### src/rtl/mc51_mem_ctrl.sv
// 8051-core memory controller: turns psen/rd/we strobes into a registered request/ack backend cycle.
// Optional one-entry code-fetch buffer enabled by defining MC51_FETCH_CACHE_EN.
module mc51_mem_ctrl #(
    parameter logic [3:0] WAIT_CYC = 4'd0,
    parameter logic [7:0] TIMEOUT  = 8'd255
) (
    input  logic        clk,
    input  logic        rst,
    input  logic        mem_psen_n,
    input  logic        mem_rd_n,
    input  logic        mem_we_n,
    input  logic [15:0] mem_addr,
    input  logic [7:0]  mem_wdata,
    output logic [7:0]  mem_rdata,
    output logic        mem_data_rdy,
    output logic        ram_req,
    output logic        ram_we,
    output logic        ram_code,
    output logic [15:0] ram_addr,
    output logic [7:0]  ram_wdata,
    input  logic        ram_ack,
    input  logic [7:0]  ram_rdata,
    output logic        bus_err
);

    typedef enum logic [1:0] {S_IDLE, S_REQ, S_WAIT, S_DONE} state_t;

    state_t      state_reg, state_next;
    logic [15:0] ram_addr_reg;
    logic [7:0]  ram_wdata_reg;
    logic        ram_we_reg;
    logic        ram_code_reg;
    logic        read_reg;
    logic [7:0]  rdata_reg;
    logic [7:0]  mem_rdata_reg;
    logic        bus_err_reg;
    logic [3:0]  wait_cnt_reg;
    logic [7:0]  tmo_cnt_reg;

    // Priority psen > rd > we: only the winning strobe defines the access type.
    logic start, sel_code, sel_read, sel_write;
    assign start     = ~(mem_psen_n & mem_rd_n & mem_we_n);
    assign sel_code  = ~mem_psen_n;
    assign sel_read  = ~mem_psen_n | ~mem_rd_n;
    assign sel_write = mem_psen_n & mem_rd_n & ~mem_we_n;

    logic ack_hit, tmo_hit, wait_done;
    assign ack_hit   = (state_reg == S_REQ) && ram_ack;
    assign tmo_hit   = (state_reg == S_REQ) && !ram_ack && (tmo_cnt_reg == TIMEOUT - 8'd1);
    assign wait_done = (wait_cnt_reg == WAIT_CYC - 4'd1);

    logic       cache_hit;
    logic [7:0] cache_rdata;

`ifdef MC51_FETCH_CACHE_EN
    logic [15:0] cache_tag_reg;
    logic [7:0]  cache_data_reg;
    logic        cache_valid_reg;

    assign cache_hit   = ~mem_psen_n & cache_valid_reg & (cache_tag_reg == mem_addr);
    assign cache_rdata = cache_data_reg;

    // Only acknowledged fetches refill the buffer; timeouts and data writes leave it alone.
    always_ff @(posedge clk) begin
        if (rst) begin
            cache_tag_reg   <= 16'h0000;
            cache_data_reg  <= 8'h00;
            cache_valid_reg <= 1'b0;
        end else if (ack_hit && ram_code_reg) begin
            cache_tag_reg   <= ram_addr_reg;
            cache_data_reg  <= ram_rdata;
            cache_valid_reg <= 1'b1;
        end
    end
`else
    assign cache_hit   = 1'b0;
    assign cache_rdata = 8'h00;
`endif

    always_ff @(posedge clk) begin
        if (rst) begin
            state_reg <= S_IDLE;
        end else begin
            state_reg <= state_next;
        end
    end

    always_comb begin
        state_next = state_reg;
        case (state_reg)
            S_IDLE: begin
                if (start) begin
                    state_next = cache_hit ? S_DONE : S_REQ;
                end
            end
            S_REQ: begin
                if (ack_hit) begin
                    state_next = (WAIT_CYC != 4'd0) ? S_WAIT : S_DONE;
                end else if (tmo_hit) begin
                    state_next = S_DONE;
                end
            end
            S_WAIT: begin
                if (wait_done) begin
                    state_next = S_DONE;
                end
            end
            S_DONE: begin
                state_next = S_IDLE;
            end
            default: state_next = S_IDLE;
        endcase
    end

    always_comb begin
        mem_data_rdy = (state_reg == S_IDLE);
        ram_req      = (state_reg == S_REQ);
    end

    always_ff @(posedge clk) begin
        if (rst) begin
            ram_addr_reg  <= 16'h0000;
            ram_wdata_reg <= 8'h00;
            ram_we_reg    <= 1'b0;
            ram_code_reg  <= 1'b0;
            read_reg      <= 1'b0;
            rdata_reg     <= 8'h00;
            mem_rdata_reg <= 8'h00;
            bus_err_reg   <= 1'b0;
            wait_cnt_reg  <= 4'd0;
            tmo_cnt_reg   <= 8'd0;
        end else begin
            case (state_reg)
                S_IDLE: begin
                    if (start) begin
                        ram_addr_reg  <= mem_addr;
                        ram_wdata_reg <= mem_wdata;
                        ram_we_reg    <= sel_write;
                        ram_code_reg  <= sel_code;
                        read_reg      <= sel_read;
                        wait_cnt_reg  <= 4'd0;
                        tmo_cnt_reg   <= 8'd0;
                        if (cache_hit) begin
                            rdata_reg <= cache_rdata;
                        end
                    end
                end
                S_REQ: begin
                    tmo_cnt_reg <= tmo_cnt_reg + 8'd1;
                    if (ack_hit) begin
                        if (read_reg) begin
                            rdata_reg <= ram_rdata;
                        end
                    end else if (tmo_hit) begin
                        bus_err_reg <= 1'b1;
                        if (read_reg) begin
                            rdata_reg <= 8'hFF;
                        end
                    end
                end
                S_WAIT: begin
                    wait_cnt_reg <= wait_cnt_reg + 4'd1;
                end
                S_DONE: begin
                    if (read_reg) begin
                        mem_rdata_reg <= rdata_reg;
                    end
                end
                default: ;
            endcase
        end
    end

    assign mem_rdata = mem_rdata_reg;
    assign ram_we    = ram_we_reg;
    assign ram_code  = ram_code_reg;
    assign ram_addr  = ram_addr_reg;
    assign ram_wdata = ram_wdata_reg;
    assign bus_err   = bus_err_reg;

endmodule

### config.mk
export PLATFORM = sky130hd
export DESIGN_NAME = mc51_mem_ctrl
export DESIGN_NICKNAME = d
export VERILOG_FILES = /design/src/rtl/mc51_mem_ctrl.sv
export SDC_FILE = /design/constraint.sdc
export NUM_CORES = 1
export LEC_CHECK = 0
export BUFFER_PORTS_ARGS = -buffer_cell sky130_fd_sc_hd__buf_2
export CORE_MARGIN = 2
export CORE_UTILIZATION = 30
export DETAILED_ROUTE_END_ITERATION = 16
export GPL_ROUTABILITY_DRIVEN = 0
export PLACE_DENSITY = 0.54
export SLEW_MARGIN = 10
export SYNTH_ARGS = -nofsm -noshare
export SYNTH_HDL_FRONTEND = slang
export SYNTH_SLANG_ARGS = --single-unit
### constraint.sdc
create_clock -name clk -period 2.3 [get_ports clk]
set_clock_uncertainty 0.15 [all_clocks]
set_input_delay 0.23 -clock clk [delete_from_list [all_inputs] [get_ports clk]]
set_output_delay 0.23 -clock clk [all_outputs]
set_load 0.05 [all_outputs]
# == Yosys cells after proc, flatten, opt, wreduce, memory -nomap -nowiden ==
# Cells that the tools add are included.
# W data, S select, Z words.
# word_totals
regBits,58
out_inout_bits,37
elab_cells,60
# op_classes
n_addsub,2
n_eq_ne,10
n_mux,13
n_bitwise,9
reduce_logical,15
# op_table
operator,n
$mux W8,5
$pmux W8 S2,1
$add A8 B1 Y8 const B,1
$eq A8 B8 Y1 const B,1
$mux W2,4
$ne A2 B2 Y1 const B,4
$pmux W2 S4,1
$pmux W4 S2,1
$reduce_and A2 Y1,4
$reduce_and A3 Y1,2
$reduce_bool A2 Y1,3
$not A1 Y1,5
$add A4 B1 Y4 const B,1
$eq A2 B2 Y1 const B,2
$eq A4 B4 Y1 const B,1
$mux W4,1
$reduce_and A4 Y1,1
$and A1 B1 Y1,3
$logic_and A1 B1 Y1,3
$ne A3 B1 Y1 const B,1
$eq A2 B1 Y1 const B,1
$logic_not A2 Y1,1
$logic_not A1 Y1,1
$or A1 B1 Y1,1

# == Longest topological paths before layout ==
# Gate-level depths: netlist of the first run.
# logic_depth
ltp_word,6
ltp_mapped,8
ltp_nobuf,6

# == Least setup slack after synthesis of the first run ==
# OpenSTA, ideal clock, no wires.
# synth_path
path_type,register -> register
start,reg state_reg[0]
end,reg tmo_cnt_reg[7]
setup_time_ns,0.129
arrival_ns,1.902
required_time_ns,2.021
setup_slack_ns,0.119
path_stages_with_launch,8
path_buffers,1
synth_period_minus_slack_ns,2.181
cell_sequence,dfxtp_1 inv_1 ha_1 buf_4 o211a_1 or4b_1 xor2_1 nor2_1
# synth_via
elab_chain_len,3
elab_cells_between_ends,6
# synth_lines
item,line_no,source
start: declaration,28,"state_t state_reg, state_next;"
start signal: assignment,84,state_reg <= state_next;
$logic_not A2 Y1 *,n/a,
net mem_data_rdy,15,"output logic mem_data_rdy,"
$ne A2 B2 Y1 (no source line) or $reduce_bool A2 Y1 (tied branches),n/a,
$reduce_and A2 Y1 (no source line),n/a,
end signal: assignment,149,tmo_cnt_reg <= tmo_cnt_reg + 8'd1;
end: declaration,38,logic [7:0] tmo_cnt_reg;
# The timed path passes the listed nets; every way through them passes the cells marked *.
# A chain may end at the register's enable or synchronous reset.

# == Worst setup path after layout of the first run ==
# layout_path
start,reg state_reg[0]
end,reg tmo_cnt_reg[7]
# layout_via
elab_chain_len,3
elab_cells_between_ends,6
# layout_lines
item,line_no,source
$eq A2 B1 Y1 or $logic_not A2 Y1 (tied branches),133,case (state_reg)
$reduce_bool A2 Y1 (no source line) or $ne A2 B2 Y1 (tied branches),n/a,
$reduce_and A2 Y1 (no source line),n/a,
# Several ways; a longest one is shown, not always the timed one.

==> results by group, run 1 <==
Critical path
  • Reg2Reg Setup Slack: 0.32 ns
  • Cell count of the worst reg-to-reg path: 6
  • R2R Path End: tmo_cnt_reg[7]
  • CP max FO: 12
  • Crit path from: state_reg[0]
  • CP Class: register to register
  • CP Data Required Time: 2.35 ns
  • Setup crit start kind: register
  • Critical Path End Type: register
  • Crit path arrival time: 2.03 ns
  • RR Startpoint: state_reg[0]

Clock tree
  • Max Root-Sink Buffers: 2
  • Worst-path clk slew: 0.07 ns
  • CTS tree: yes
  • Max H-tree Level: 3
  • Cts bufs inserted: 9
  • Root buf cell: clkbuf_8
  • Clock Latency Late Sink: 0.32 ns
  • Setup Fix Bufs, Post-CTS: 0
  • Clk sinks: 58

Detailed routing
  • Drt pass-1 iters: 4
  • Via count: 2,216
  • Vias per inst: 4.53
  • Post-DRT Antenna Nets: 0
  • Drt initial violations: 93
  • WL per Instance: 11.5 um
  • Drt drc: 0
  • Total wire length: 5.62 mm

Global routing
  • Vias in the first global route: 2,181
  • Antenna violations before repair: 0
  • Total grt overflow: 0
  • First-pass GRT wire length: 9.59 mm
  • GRT Total Usage: 0.140
  • Largest net degree at the start of global routing: 34

Timing
  • Period utilization: 0.863
  • Tightest Pin Transition: 0.613 ns
  • RSZ-0062 raised after global routing: no
  • Fin. max-slew vios: 0
  • Final min period: 1.98 ns
  • Hold Fails Final Rpt: 0
  • Setup Viol. Count Final: 0
  • Worst rel slew slack: 0.592
  • Setup TNS: 0 ns
  • Maximum clock frequency: 504 MHz

Placed design
  • Post-DP HPWL: 3.87 mm
  • Cells after DPL: 449
  • Port bufs: 74

Worst hold path
  • Hold path endpoint: rdata_reg[0]
  • Worst min-delay path startpoint: ram_rdata[0]
  • HP Class: primary input to register
  • WHS Path Cells: 4

Synthesis
  • Async S/R FF share, synth: 0
  • Cell variety after synth: 34
  • Seq/Total Area, Yosys: 0.499
  • Top-area cell type share of the netlist area: 0.499
  • FF+latch count, synth: 58
  • Syn_area_per_cell: 8.19 um^2
  • Synth top cells by count: 63 x nand2_1, 58 x dfxtp_1, 38 x a21oi_1, 32 x nor2_1, 16 x nand3_1
  • Synth top area cells: dfxtp_1 50%, nand2_1 10%, a21oi_1 8.2%
  • Top FF cell, synth: dfxtp_1
  • Cell with the most instances after synthesis: nand2_1
  • Syn Nets: 329
  • Yosys top cell by area: dfxtp_1
  • Number of enable flip-flop cells after synthesis: 0
  • Syn Inst Count: 284
  • Synth Cell Area: 0.00232 mm^2
  • Number of synthesis warnings: 0

Floorplanning
  • Die extent in x: 92.0 um
  • Boundary pin count: 75
  • CORE AREA: 0.00761 mm^2
  • Full die area: 0.00847 mm^2
  • Standard-cell rows: 32
  • Die height: 92.0 um
  • Initial Util: 0.306

Pwr
  • Max IR drop VDD: 411 uV
  • PD cells: 1100 mW/mm^2
  • Leak Pwr: 1.43 nW

Run status
  • Status: finished, final reports clean

Cells and area
  • Non-filler instance count after layout: 489
  • Diodes inserted: 0
  • Share of cells above drive strength 1: 0.245
  • Max reg flops: 16
  • Area Growth Syn to Fin: 38.9%
  • Nets: 427

Run
  • MaxCap Viol Count: 0
cell type report:
cell class,instances,area [um^2]
clock buffers,12,155
clock inverters,4,48.8
fillers,788,4380
inverters,5,18.8
multi-input cells,206,1080
flip-flops and latches,58,1160
well taps,102,128
repair buffers,102,641
kinds of logic after synthesis:
kind of cell             share of synthesized area
adder cells (fa/ha/maj)                     0.0377
multiplexers                               0.00915
flip-flops                                   0.499
XOR/XNOR                                    0.0226
buffers and inverters                       0.0377
AND/OR/NAND/NOR                              0.244
AO/OA/AOI/OAI                                0.149
stage by stage:
stage / setup slack (ns) / utilization / area (um^2) / power [W] / hold WS (ns)
floorplan: 0.119 / - / 2320 / 0.00229 / 0.216
global placement: 0.351 / 0.366 / 2780 / 0.00259 / 0.290
detailed placement: 0.321 / 0.366 / 2780 / 0.00261 / 0.295
CTS: 0.306 / 0.424 / 3230 / 0.00360 / 0.0598
global route: 0.150 / 0.424 / 3230 / 0.00378 / 0.0830
finish: 0.316 / 0.424 / 3230 / 0.00355 / 0.0742
power by group:
part | switching, W | leakage, nW | internal (W)
clock network | 0.000389 | 0.107 | 0.000560
logic | 0.000971 | 0.848 | 0.000364
registers | 0.0000887 | 0.473 | 0.00117
total | 0.00145 | 1.43 | 0.00210
what timing repair did:
action                                 in CTS  in global routing
hold buffers                               24                  0
endpoints found under the hold margin      24                  0
gates resized for setup                     0                  0
setup endpoints to repair                   0                  0
worst max path at each step:
stage                           to  cells past startpoint
detailed placement  tmo_cnt_reg[7]                      6
finish              tmo_cnt_reg[7]                      6
floorplan           tmo_cnt_reg[7]                      7
CTS                 tmo_cnt_reg[7]                      6
global route          state_reg[0]                      5
global placement    tmo_cnt_reg[7]                      6
routing by layer:
layer	GRT usage	vias to the layer above	routed length, um
li1	-	1140	-
met1	0.178	1021	2620
met2	0.232	46	2670
met3	0.0288	9	240
met4	0.0560	0	84
met5	0	-	0
critical path, stage by stage, from the launching register on:
cell and delay, ns:
dfxtp_1 0.36, inv_1 0.09, ha_1 0.32, and4_4 0.27, or4b_1 0.48, xor2_1 0.14
nor2_1 0.05
cell usage in the layout (no fill, tap or decap), drive strengths merged, types with 5 or more instances in the layout:
master       count
a21oi           38
buf             78
clkbuf          12
dfxtp           58
dlygate4sd3     24
ha               7
inv              6
nand2           63
nand2b           5
nand3           16
nor2            32
o21a             8
o21ai            6
Power figures use the tool's default switching activity.
==> inputs of run 2 (changes only) <==
--- a/config.mk
+++ b/config.mk
@@ -6,7 +6,7 @@
 export NUM_CORES = 1
 export LEC_CHECK = 0
 export BUFFER_PORTS_ARGS = -buffer_cell sky130_fd_sc_hd__buf_2
-export CORE_MARGIN = 2
+export CORE_MARGIN = 3
 export CORE_UTILIZATION = 30
 export DETAILED_ROUTE_END_ITERATION = 16
 export GPL_ROUTABILITY_DRIVEN = 0
==> results by group, run 2 (synthesis gave the netlist of run 1 again) <==
Detailed routing
  • DR top layer: met4
  • Drt drc: 0
  • WL met3: 288 um
  • WL per Instance: 11.8 um
  • Met2 wire length: 2.69 mm
  • Met1 wire length: 2.65 mm
  • Vias per inst: 4.58
  • Via count: 2,220
  • Post-DRT Antenna Nets: 0
  • Drt initial violations: 69
  • Drt pass-1 iters: 4
  • Total wire length: 5.73 mm

Critical path
  • Cell count of the worst reg-to-reg path: 6
  • CP peak stage delay: 0.48 ns
  • CP Class: register to register
  • Setup crit start kind: register
  • Crit-path slowest cell: or4b_1
  • CP Depth: 6
  • Buf/Inv on CP: 1
  • Critical-path cell list: inv_1 -> ha_1 -> and4_4 -> or4b_1 -> xor2_1 -> nor2_1
  • CP max FO: 12
  • Critical Path End Type: register
  • CP delay by family, top: simple AND/OR/NAND/NOR gates
  • Crit path arrival time: 2.06 ns
  • CP Data Required Time: 2.35 ns

Clock tree
  • Max Root-Sink Buffers: 2
  • Root buf cell: clkbuf_8
  • Setup Fix Bufs, Post-CTS: 0
  • Cts bufs inserted: 9
  • Post-CTS Resized: 0
  • CTS tree: yes
  • Worst-path clk slew: 0.07 ns
  • Clock Latency Late Sink: 0.33 ns
  • Max H-tree Level: 3
  • Clk sinks: 58

Cells and area
  • Register Area: 0.00116 mm^2
  • Final Util: 0.441
  • Area Growth Syn to Fin: 39.8%
  • Share of cells above drive strength 1: 0.246
  • Fillers: 747
  • Diodes inserted: 0
  • Max reg flops: 16
  • Nets: 426
  • Area taken by multi-input logic gates: 0.00108 mm^2
  • Commonest non-fill, non-tap cell in the layout: buf_2
  • Most frequent cells in the layout: 74 x buf_2, 63 x nand2_1, 58 x dfxtp_1

Timing
  • Hold Fails Final Rpt: 0
  • Setup TNS: 0 ns
  • Period utilization: 0.871
  • RSZ-0062 raised after global routing: no
  • Fin. max-slew vios: 0
  • Final min period: 2.00 ns
  • Worst rel slew slack: 0.587
  • Setup Viol. Count Final: 0
  • Maximum clock frequency: 499 MHz
  • Tightest Pin Transition: 0.619 ns

Floorplanning
  • Die extent in x: 94.0 um
  • Boundary pin count: 75
  • Standard-cell rows: 31
  • Full die area: 0.00884 mm^2
  • CORE AREA: 0.00737 mm^2
  • Die height: 94.0 um
  • Initial Util: 0.315

Worst hold path
  • WHS Path Cells: 4
  • HP Class: primary input to register

Pwr
  • Max IR drop VDD: 416 uV
  • Leak Pwr: 1.43 nW
  • PD cells: 1140 mW/mm^2

Global routing
  • GRT Total Usage: 0.135
  • Antenna violations before repair: 0
  • Total grt overflow: 0
  • First-pass GRT wire length: 9.41 mm
  • Largest net degree at the start of global routing: 35
  • Vias in the first global route: 2,080

Placed design
  • Post-DP HPWL: 4.00 mm
  • Port bufs: 74

Run status
  • Status: finished, final reports clean

Run
  • MaxCap Viol Count: 0
run 2: worst paths after layout:
check / start / endpoint / slack, ns
worst min-delay path: ram_rdata[7] / rdata_reg[7] / 0.07
worst max register to register: state_reg[0] / tmo_cnt_reg[7] / 0.30
worst max-delay path: state_reg[0] / tmo_cnt_reg[7] / 0.30
worst min register to register: ram_wdata[7] / ram_wdata[7] / 0.30
run 2: per-layer routing:
layer | global-route usage | vias to the layer above
li1 | - | 1137
met1 | 0.164 | 1018
met2 | 0.219 | 54
met3 | 0.0457 | 11
met4 | 0.0493 | 0
met5 | 0 | -
run 2: power breakdown:
part	switching [W]	leakage, nW	total, W	internal (W)
Sequential	0.000109	0.473	0.00128	0.00117
Clock	0.000400	0.119	0.00110	0.000697
Combinational	0.000959	0.843	0.00132	0.000357
run 2: layout make-up:
class	count	share of cell area
clock buffer	12	0.0508
timing repair buffer	101	0.195
clock inverter	4	0.0223
multi-input combinational	206	0.331
tap	99	0.0381
sequential	58	0.357
inverter	5	0.00577
run 2: repair_timing:
item / 4_1_cts / 5_1_grt
hold buffers: 24 / 0
hold endpoints to repair: 24 / 0
endpoints found under the setup margin: 0 / 0
run 2: stage by stage:
| step | std cells | setup WS [ns] | power (W) | area (um^2) | hold WS [ns] |
|---|---|---|---|---|---|
| finish | 485 | 0.298 | 0.00370 | 3250 | 0.0727 |
| global route | 485 | 0.182 | 0.00393 | 3250 | 0.0768 |
| CTS | 485 | 0.287 | 0.00376 | 3250 | 0.0568 |
| detailed placement | 445 | 0.294 | 0.00261 | 2770 | 0.293 |
| global placement | 445 | 0.362 | 0.00259 | 2770 | 0.289 |
| floorplan | 284 | 0.119 | 0.00229 | 2320 | 0.216 |
run 2: worst reg2reg max path, stage by stage, from the launching register on:
cell and delay, ns:
dfxtp_1 0.37, inv_1 0.09, ha_1 0.32, and4_4 0.27, or4b_1 0.48, xor2_1 0.14, nor2_1 0.05
==> inputs of run 3 (changes only) <==
--- a/config.mk
+++ b/config.mk
@@ -10,6 +10,7 @@
 export CORE_UTILIZATION = 30
 export DETAILED_ROUTE_END_ITERATION = 16
 export GPL_ROUTABILITY_DRIVEN = 0
+export HOLD_SLACK_MARGIN = 0.12
 export PLACE_DENSITY = 0.54
 export SLEW_MARGIN = 10
 export SYNTH_ARGS = -nofsm -noshare
==> results by group, run 3 (synthesis gave the netlist of run 1 again) <==
Detailed routing
  • Total wire length: 5.84 mm
  • Met1 wire length: 2.70 mm
  • Vias per inst: 4.57
  • Drt drc: 0
  • Post-DRT Antenna Nets: 0
  • WL per Instance: 11.8 um
  • Drt pass-1 iters: 4
  • DR top layer: met4
  • Via count: 2,252
  • Drt initial violations: 74
  • Met2 wire length: 2.76 mm
  • WL met3: 280 um

Cells and area
  • Design area: 0.00333 mm^2
  • Nets: 434
  • Diodes inserted: 0
  • Non-filler instance count after layout: 493
  • Most frequent cells in the layout: 74 x buf_2, 63 x nand2_1, 58 x dfxtp_1
  • Area Growth Syn to Fin: 43.3%
  • Max reg flops: 16
  • Share of cells above drive strength 1: 0.241
  • Commonest non-fill, non-tap cell in the layout: buf_2

Global routing
  • Total grt overflow: 0
  • Antenna violations before repair: 0
  • Largest net degree at the start of global routing: 35
  • GRT Total Usage: 0.137
  • First-pass GRT wire length: 9.55 mm
  • Vias in the first global route: 2,109

Clock tree
  • Cts bufs inserted: 9
  • Clock Latency Late Sink: 0.33 ns
  • Setup Fix Bufs, Post-CTS: 0
  • Worst-path clk slew: 0.07 ns
  • Clk sinks: 58
  • CTS tree: yes
  • Root buf cell: clkbuf_8
  • Max Root-Sink Buffers: 2
  • Max H-tree Level: 3

Timing
  • Hold_ws: 0.148 ns
  • Setup TNS: 0 ns
  • Setup Viol. Count Final: 0
  • RSZ-0062 raised after global routing: no
  • Maximum clock frequency: 500 MHz
  • Fin. max-slew vios: 0
  • Worst rel slew slack: 0.580
  • Period utilization: 0.870
  • Final min period: 2.00 ns
  • Tightest Pin Transition: 0.630 ns
  • Hold Fails Final Rpt: 0

Critical path
  • RR Startpoint: state_reg[0]
  • CP max FO: 12
  • CP Class: register to register
  • CP Data Required Time: 2.35 ns
  • CP delay by family, top: simple AND/OR/NAND/NOR gates
  • Critical-path cell list: inv_1 -> ha_1 -> and4_4 -> or4b_1 -> xor2_1 -> nor2_1
  • Crit-path slowest cell: or4b_1
  • Buf/Inv on CP: 1
  • Setup crit start kind: register
  • Crit path from: state_reg[0]
  • Crit path arrival time: 2.06 ns
  • Reg2Reg Setup Slack: 0.30 ns
  • Critical Path End Type: register
  • CP peak stage delay: 0.48 ns

Run status
  • Status: finished, final reports clean

Floorplanning
  • Standard-cell rows: 31
  • Initial Util: 0.315
  • Die height: 94.0 um
  • Full die area: 0.00884 mm^2
  • Die extent in x: 94.0 um
  • CORE AREA: 0.00737 mm^2
  • Boundary pin count: 75

Pwr
  • Seq pwr share: 0.346
  • Sw Pwr: 0.00147 W
  • Int Pwr: 0.00224 W
  • Max IR drop VDD: 415 uV
  • Leak Pwr: 1.47 nW
  • Switching Share: 0.397
  • PD cells: 1110 mW/mm^2
  • Combinational power share: 0.358
  • Clock share of power: 0.296

Placed design
  • Post-DP HPWL: 4.00 mm
  • Placed Area: 0.00277 mm^2
  • Port bufs: 74
  • Cells after DPL: 445

Run
  • MaxCap Viol Count: 0

Worst hold path
  • Worst min-delay path startpoint: mem_psen_n
  • HP Class: primary input to register
## run 3: cell types whose count changed in the layout (fill, tap and decap cells not counted)
cell and change:
dlygate4sd3_1 +8
## run 3: power by group through the flow
stage                     clock network [W]  logic, W  registers [W]
after CTS                           0.00113   0.00135        0.00128
final                               0.00110   0.00133        0.00128
after floorplan                           0  0.000615        0.00168
after global routing                0.00118   0.00146        0.00131
after detailed placement                  0   0.00130        0.00131
after global placement                    0   0.00129        0.00130
## run 3: final timing paths
kind	depth (start not counted)	to
worst max-delay path	6	tmo_cnt_reg[7]
worst min-delay path	4	ram_code
worst max register to register	6	tmo_cnt_reg[7]
worst min register to register	2	ram_wdata[7]
## run 3: routing by layer
layer / global-route usage / vias to the layer above
met5: 0 / -
met2: 0.226 / 54
met4: 0.0493 / 0
li1: - / 1153
met3: 0.0457 / 11
met1: 0.164 / 1034
## run 3: per-stage QoR
| stage | worst slack, ns | utilization | power, W |
|---|---|---|---|
| floorplan | 0.119 | - | 0.00229 |
| CTS | 0.287 | 0.452 | 0.00377 |
| detailed placement | 0.294 | 0.376 | 0.00261 |
| global placement | 0.362 | 0.376 | 0.00259 |
| global route | 0.182 | 0.452 | 0.00394 |
| finish | 0.298 | 0.452 | 0.00371 |
## run 3: cell type report
type	count	area (um^2)
Clock buffer	12	165
Fill cell	736	4040
Tap cell	99	124
Timing Repair Buffer	109	713
Multi-Input combinational cell	206	1080
Inverter	5	18.8
Sequential cell	58	1160
Clock inverter	4	72.6
## run 3: tightest hold or removal path, stage by stage
cell     delay [ns]
buf_2          0.14
nor2b_1        0.06
a21oi_1        0.11
nor2_1         0.04
## run 3: repair_timing
item	4_1_cts	5_1_grt
resized for setup	0	0
endpoints found under the hold margin	32	0
hold buffers	32	0
